--- src/rtl/data_mem_responder.sv ---
// ---------------------------------------------------------------------------
// data_mem_responder
//
// Multi-cycle data memory for the MEM stage of the pipelined MIPS datapath.
// A load/store is accepted in IDLE, waits LATENCY cycles in BUSY, performs
// the array access on the last BUSY edge and pulses o_resp_valid for one
// cycle in RESP. o_stall holds the upstream pipeline while the access is in
// flight.
//
// Optional feature (compile-time macro MEM_ALIGN_CHECK_EN):
//   defined   - misaligned requests (address[1:0] != 0) take full latency,
//               do not write the array, return 0 and raise o_err in RESP.
//   undefined - address[1:0] is ignored and o_err is tied to 0.
//
// Ports
//   clk           in   rising-edge clock
//   reset         in   asynchronous reset, active-low
//   i_req_valid   in   MEM stage presents a load or store
//   i_req_write   in   1 = store, 0 = load
//   i_address     in   byte address (ADDR_WIDTH)
//   i_wdata       in   store data (DATA_WIDTH)
//   o_req_ready   out  responder idle, a request can be accepted
//   o_resp_valid  out  one-cycle completion pulse
//   o_rdata       out  last load data, valid with o_resp_valid
//   o_stall       out  freezes PC and pipeline buffers
//   o_err         out  misaligned-access flag (RESP cycle only)
// ---------------------------------------------------------------------------
module data_mem_responder #(
  parameter int DATA_WIDTH = 32,
  parameter int ADDR_WIDTH = 32,
  parameter int DEPTH      = 64,
  parameter int LATENCY    = 2
) (
  input  logic                  clk,
  input  logic                  reset,
  input  logic                  i_req_valid,
  input  logic                  i_req_write,
  input  logic [ADDR_WIDTH-1:0] i_address,
  input  logic [DATA_WIDTH-1:0] i_wdata,
  output logic                  o_req_ready,
  output logic                  o_resp_valid,
  output logic [DATA_WIDTH-1:0] o_rdata,
  output logic                  o_stall,
  output logic                  o_err
);

  localparam int IDX_W = $clog2(DEPTH);
  localparam int CNT_W = (LATENCY > 1) ? $clog2(LATENCY) : 1;

  localparam logic [1:0] IDLE = 2'd0;
  localparam logic [1:0] BUSY = 2'd1;
  localparam logic [1:0] RESP = 2'd2;

  logic [1:0]            state_q, state_d;
  logic [CNT_W-1:0]      cnt_q, cnt_d;
  logic                  wr_q, wr_d;
  logic [IDX_W-1:0]      idx_q, idx_d;
  logic [DATA_WIDTH-1:0] wdata_q, wdata_d;
  logic [DATA_WIDTH-1:0] rdata_q, rdata_d;
  logic                  mis_q, mis_d;
  logic                  do_access;
  logic                  mem_we;

  logic [DATA_WIDTH-1:0] mem_q [DEPTH];

  // Upper address bits are dropped on purpose (accesses wrap modulo DEPTH);
  // the low byte-offset bits are only consulted by the alignment check.
  logic unused_addr_bits;
  assign unused_addr_bits = ^{i_address[ADDR_WIDTH-1:IDX_W+2], i_address[1:0]};

  // Misalignment is captured at accept like the rest of the request.
  logic req_mis;
`ifdef MEM_ALIGN_CHECK_EN
  assign req_mis = |i_address[1:0];
`else
  assign req_mis = 1'b0;
`endif

  always_comb begin
    state_d   = state_q;
    cnt_d     = cnt_q;
    wr_d      = wr_q;
    idx_d     = idx_q;
    wdata_d   = wdata_q;
    mis_d     = mis_q;
    rdata_d   = rdata_q;
    do_access = 1'b0;
    case (state_q)
      IDLE: begin
        if (i_req_valid) begin
          wr_d    = i_req_write;
          idx_d   = i_address[IDX_W+1:2];
          wdata_d = i_wdata;
          mis_d   = req_mis;
          cnt_d   = CNT_W'(LATENCY - 1);
          state_d = BUSY;
        end
      end
      BUSY: begin
        if (cnt_q != '0) begin
          cnt_d = cnt_q - CNT_W'(1);
        end else begin
          do_access = 1'b1;
          state_d   = RESP;
        end
      end
      RESP: begin
        state_d = IDLE;
      end
      default: begin
        state_d = IDLE;
      end
    endcase

    // A misaligned access returns 0 for both loads and stores; an aligned
    // store leaves the last load value in place.
    if (do_access) begin
      if (mis_q) begin
        rdata_d = '0;
      end else if (!wr_q) begin
        rdata_d = mem_q[idx_q];
      end
    end
  end

  assign mem_we = do_access && wr_q && !mis_q;

  always_ff @(posedge clk or negedge reset) begin
    if (!reset) begin
      state_q <= IDLE;
      cnt_q   <= '0;
      wr_q    <= 1'b0;
      idx_q   <= '0;
      wdata_q <= '0;
      mis_q   <= 1'b0;
      rdata_q <= '0;
    end else begin
      state_q <= state_d;
      cnt_q   <= cnt_d;
      wr_q    <= wr_d;
      idx_q   <= idx_d;
      wdata_q <= wdata_d;
      mis_q   <= mis_d;
      rdata_q <= rdata_d;
    end
  end

  // Storage is cleared by reset, so an aborted store leaves nothing behind.
  always_ff @(posedge clk or negedge reset) begin
    if (!reset) begin
      for (int i = 0; i < DEPTH; i++) begin
        mem_q[i] <= '0;
      end
    end else if (mem_we) begin
      mem_q[idx_q] <= wdata_q;
    end
  end

  assign o_req_ready  = (state_q == IDLE);
  assign o_resp_valid = (state_q == RESP);
  assign o_rdata      = rdata_q;
  // Low in RESP so the pipeline advances on the edge that ends RESP.
  assign o_stall      = ((state_q == IDLE) && i_req_valid) || (state_q == BUSY);

`ifdef MEM_ALIGN_CHECK_EN
  assign o_err = (state_q == RESP) && mis_q;
`else
  assign o_err = 1'b0;
`endif

endmodule
--- config.mk ---
export PLATFORM = sky130hd
export DESIGN_NAME = data_mem_responder
export DESIGN_NICKNAME = d
export VERILOG_FILES = /design/src/rtl/data_mem_responder.sv
export SDC_FILE = /design/constraint.sdc
export NUM_CORES = 2
export LEC_CHECK = 0
export ABC_CLOCK_PERIOD_IN_PS = 2560
export BUFFER_PORTS_ARGS = -buffer_cell sky130_fd_sc_hd__buf_2
export CAP_MARGIN = 20
export CORE_ASPECT_RATIO = 2
export CORE_MARGIN = 1.5
export CORE_UTILIZATION = 42
export CTS_CLUSTER_SIZE = 12
export DETAILED_ROUTE_END_ITERATION = 10
export SYNTH_ARGS = -nofsm -noshare
export SYNTH_HDL_FRONTEND = slang
export SYNTH_SLANG_ARGS = --single-unit
--- constraint.sdc ---
create_clock -name clk -period 2.56 [get_ports clk]
set_clock_uncertainty 0.15 [all_clocks]
set_input_delay 0.256 -clock clk [delete_from_list [all_inputs] [get_ports clk]]
set_output_delay 0.256 -clock clk [all_outputs]
set_load 0.02 [all_outputs]
# After elaboration in Yosys (flattened, before gate mapping)
# Index checks and enable logic that the tools add are counted.
# W data, S select, Z words.
[classes] add_sub_neg=1 reduce_logical=10 magnitude_cmp=2 bitwise_logic=2 n_eq_ne=4 mux=15
[ops] cell="$bwmux W2048" n=1
[ops] cell="$bmux W32 S6" n=1
[ops] cell="$demux W32 S6" n=1
[ops] cell="$mux W32" n=4
[ops] cell="$reduce_and A2 Y1" n=4
[ops] cell="$ge A7 B7 Y1 const B" n=1
[ops] cell="$lt A7 B1 Y1 const B" n=1
[ops] cell="$not A6 Y7" n=1
[ops] cell="$mux W1" n=4
[ops] cell="$mux W2" n=2
[ops] cell="$ne A2 B2 Y1 const B" n=2
[ops] cell="$pmux W2 S2" n=1
[ops] cell="$logic_and A1 B1 Y1" n=3
[ops] cell="$eq A2 B1 Y1 const B" n=1
[ops] cell="$eq A2 B2 Y1 const B" n=1
[ops] cell="$logic_not A2 Y1" n=1
[ops] cell="$pmux W1 S2" n=1
[ops] cell="$reduce_bool A2 Y1" n=1
[ops] cell="$logic_or A1 B1 Y1" n=1
[ops] cell="$not A1 Y1" n=1
[ops] cell="$sub A1 B1 Y1 const B" n=1
[word_totals] in_bits=68 regBits=2122 out_inout_bits=36 elab_cells=104

# Depth between registers and ports, before layout
[depth] depth_word=6 ltp_mapped=12 ltp_nobuf=6

# Worst setup path after synthesis
# Ideal clock, no wire load.
[synth_path] path_kind="reg-to-reg" from="register idx_q[2]" to="register rdata_q[22], in the netlist o_rdata[22]" t_arrival_ns=2.111 required_time_ns=2.284 setup_slack_ns=0.173 path_stages_with_launch=9 synth_period_minus_slack_ns=2.387 setup_ns=0.126 path_buffers=4 path_cell_list="dfrtp_1 buf_4 buf_2 buf_2 buf_2 mux4_2 a311oi_1 nand4b_1 o32a_1"
[synth_between] elab_chain_cells=5
[synth_lines] item="start, declared" line_no="57" source="logic [IDX_W-1:0] idx_q, idx_d;"
[synth_lines] item="start signal, assigned" line_no="141" source="idx_q <= idx_d;"
[synth_lines] item="$not A6 Y7 (implied by the code)" line_no="121" source="rdata_d = mem_q[idx_q];"
[synth_lines] item="$bmux W32 S6" line_no="121"
[synth_lines] item="$mux W32 (implied by the code) (2 in series)" line_no="121"
[synth_lines] item="$mux W32" line_no="120" source="end else if (!wr_q) begin"
[synth_lines] item="end signal, assigned" line_no="144" source="rdata_q <= rdata_d;"
[synth_lines] item="end, declared" line_no="59" source="logic [DATA_WIDTH-1:0] rdata_q, rdata_d;"
# Every way passes these cells. The select of a mux whose other input is x is not followed.
# A chain may end at the register's enable or synchronous reset.

# Worst setup path in the final report
[layout_path] from="register idx_q[0]" to="register rdata_q[6], in the netlist o_rdata[6]"
# The elaborated chain is that of the path after synthesis.

==> run_results.csv <==
group,metric,value,unit
outcome,outcome,"complete, but fails checks",
outcome,violations,"setup timing",
timing,post-route-min-period,2.81,ns
finish,design_area,120000,um2
setup_path,cp_slowest_stage_delay,0.52,ns
synth,ys_types,70,
global_routing,antenna_found_initial,13,
setup_path,rrSetupSlack,-0.25,ns
setup_path,startpoint,"idx_q[0]$_DFFE_PN0P_",
synth,synth_edf_count,0,
clock_tree,cts_sinks,2122,
finish,n_fill_cell,18900,
die,start_util,0.422,
die,die_w,341,um
timing,rsz0062_at_grt,"yes",
clock_tree,cts_buffers,212,
setup_path,cp_common_cell,"buf_4",
setup_path,arrival,3.40,ns
setup_path,rr_startpoint,"idx_q[0]$_DFFE_PN0P_",
drt,dr.first_iter.drc_count,6558,
timing,fin_crit_sh,1.10,
clock_tree,root_buffer,"clkbuf_16",
setup_path,rr_worst_depth,10,
global_routing,global_route.overflow_total,0,
min_path,min_path_type,"input port to flip-flop",
die,die_h,679,um
job,maxCapViolCount,0,
placement,place_area,107000,um2
synth,syn-num-nets,6854,
finish,multi_input_area,42400,um2
setup_path,cp_top_family,"compound AO/OA/AOI/OAI gates",
timing,finalMaxSlewViolations,0,
clock_tree,cts_max_path_buffers,4,
global_routing,first_global_vias,66600,
finish,areaGrowthSynthToFinish,25.2,%
synth,yosys-top-cells-area,"dfrtp_1, mux2_2, mux4_2, mux2i_1, a221oi_1",
timing,setup_violations,628,
synth,yosys_warnings,0,
synth,yosys_register_bits,2122,
drt,wl_per_cell,35.6,um
synth,syn_area,95900,um2
clock_tree,clkTransAtPathRegs,0.06,ns
pwr,leakagePower,57.7,nW
drt,dr.pass1.iters,6,
clock_tree,clk_latency,0.89,ns
drt,remaining_drc_errors,0,
setup_path,crit_chain,"buf_8 > buf_4 > and3_1 > buf_4 > buf_4 > nand2_1 > o21ai_0 > a211oi_2 > o211ai_1 > o32a_1",
placement,hpwl,235000,um
setup_path,end_kind,"flip-flop",
finish,nets,7543,
setup_path,regToRegEndpoint,"o_rdata[6]$_DFFE_PN0P_",
global_routing,grt_usage,0.315,
drt,wl,376000,um
timing,setup_slack,-0.252,ns
die,io_pins,104,
die,coreArea,227000,um2
synth,synth_ff_type,"dfrtp_1",
finish,finish.utilization,0.528,
global_routing,grt_pass1_wl,519000,um
synth,syn_avg_cell_area,14.1,um2
drt,ant_nets,0,
global_routing,grt_start_max_net_pins,131,
setup_path,critPathSlowestCell,"dfrtp_4",
setup_path,path_buf_inv,4,
timing,hold_violations,0,
setup_path,crit_required,3.15,ns
synth,yosysTopAreaCell,"dfrtp_1",
timing,max_freq,0.356,GHz
setup_path,cp-endpoint,"o_rdata[6]$_DFFE_PN0P_",
pwr,powerDensity,1120,nW/um2
setup_path,critPathLaunchType,"flip-flop",
die,core.rowCount,248,
placement,place.gp.congestion,0.877,
finish,drive_gt1_frac,0.544,
synth,yosysSeqAreaShare,0.554,
clock_tree,cts_tree,"yes",
finish,regArea,53200,um2
die,die-area,231000,um2
setup_path,cp.depth,10,
placement,io_buffer_count,76,
synth,synth_top_area_share,0.554,
setup_path,crit_fanout,5,
synth,syn-instance-count,6786,
drt,vias,66600,
pwr,max-vdd-ir-drop,1250,uV
pwr,power.total,0.135,W
setup_path,path_class,"flip-flop to flip-flop",
timing,slew_headroom,0.428,
timing,tightest_slew,0.855,ns
clock_tree,h-tree-depth,4,
drt,avgViaCountPerCell,6.30,
synth,async_flop_share,1.00,
==> what timing repair did <==
action | CTS | global route
buffers inserted | 110 | 41
hold buffers | 60 | 0
gates resized for setup | 394 | 350
pin swaps | 87 | 58
gates cloned | 26 | 28
setup endpoints to repair | 934 | 523
hold endpoints to repair | 2163 | 0
==> registers in the layout, summed over array words and instances (netlist names) <==
name,count
cnt_q,1
idx_q,6
mem_q,2048
o_rdata,32
state_q,2
wdata_q,32
wr_q,1
==> logic make-up after synthesis <==
group	after synthesis	share of synthesized area
AOI/OAI and AO/OA	950	0.0728
and+or+nand+nor	363	0.0175
muxes	2627	0.322
buffers and inverters	723	0.0342
DFF	2122	0.554
other	1	0.0000391
==> power by group <==
part           switching (W)  total [W]  internal [W]
registers            0.00590     0.0485        0.0426
logic                 0.0311     0.0574        0.0263
clock network         0.0132     0.0289        0.0157
total                 0.0503      0.135        0.0845
==> worst register-to-register path, delay by kind of cell (launching register included) <==
kind                   cells  cell delay [ns]
AOI/OAI and AO/OA          4             1.06
buffers and inverters      4             0.66
DFF                        1             0.52
and+or+nand+nor            2             0.29
==> area by class of cell <==
cell class | instances | share of cell area
antenna | 7 | 0.000146
clock buffer | 292 | 0.0486
clock inverter | 16 | 0.00121
inverter | 4 | 0.000271
multi-input combinational | 3942 | 0.353
sequential | 2122 | 0.442
tap | 3000 | 0.0312
timing repair buffer | 1193 | 0.123
==> per-stage QoR <==
step | cells | worst slack (ns) | TNS [ns] | hold slack (ns)
6_report | 10600 | -0.252 | -42.04 | 0.0165
5_1_grt | 10600 | -0.261 | -50.84 | 0.0219
4_1_cts | 10500 | -0.171 | -10.22 | 0.000557
3_5_place_dp | 10000 | -0.644 | -78.52 | 0.0600
3_3_place_gp | 10000 | -0.628 | -70.52 | 0.0622
2_1_floorplan | 6786 | 0.173 | 0 | -0.190
==> how the worst min path moves through the flow <==
stage / from / to / slack, ns / cells after the start
final: i_wdata[31] / wdata_q[31]$_DFFE_PN0P_ / 0.02 / 3
after global routing: i_address[5] / idx_q[3]$_DFFE_PN0P_ / 0.02 / 3
after CTS: i_address[5] / idx_q[3]$_DFFE_PN0P_ / 0.0006 / 3
after detailed placement: reset / wdata_q[4]$_DFFE_PN0P_ / 0.06 / 1
after global placement: reset / wdata_q[4]$_DFFE_PN0P_ / 0.06 / 1
after floorplan: reset / cnt_q$_DFFE_PN0P_ / -0.19 / 0
==> metal layers <==
metal  part of all wire  up-vias  track usage
li1                   -    26600            -
met1               0.39    35800        0.411
met2               0.46     3181        0.494
met3              0.077     1046       0.0502
met4              0.078        6        0.186
met5            0.00011        -            0
==> placed cells by master (no fill, tap or decap), types with 16 or more instances in the layout <==
cell           instances
mux2_2              1980
clkbuf_8              19
buf_16                47
mux2_4               268
nand2_2               43
mux2i_1              210
buf_4                581
nand2_1               87
o2bb2ai_1             21
o32a_1                20
clkbuf_1              59
dfrtp_1             2086
o22a_1                16
a21oi_1              114
buf_2                 75
a22o_1                37
a221o_1               39
a22oi_2               20
nor2_1               105
o21ai_1               23
dlygate4sd3_1         60
buf_6                 61
dfrtp_2               33
buf_8                 18
mux4_2               140
o21ai_0               85
o22ai_2               17
a22oi_1              139
nand3_1               20
buf_12               321
clkbuf_16            240
a221oi_1             146
o22ai_1               77
a221oi_2              55
nor2_4                16
==> synthesized netlist by cell type, types with 9 or more instances <==
master     instances
a222oi_1          12
o22a_1            17
clkbuf_1         333
mux2_1            11
o22ai_1           96
nand3_1           26
nand2_1          142
o2111ai_1          9
a22o_1            37
o32a_1            20
a221oi_1         209
o2bb2ai_1         23
mux2_2          2247
a31oi_1           13
a211oi_1          14
o21ai_0          118
a221o_1           40
mux2i_1          228
o221ai_1          16
buf_6             28
nor2_1           123
mux4_2           140
buf_1            136
buf_2            189
buf_4             33
a21oi_1          127
a22oi_1          159
dfrtp_1         2122
Power figures use the tool's default switching activity.
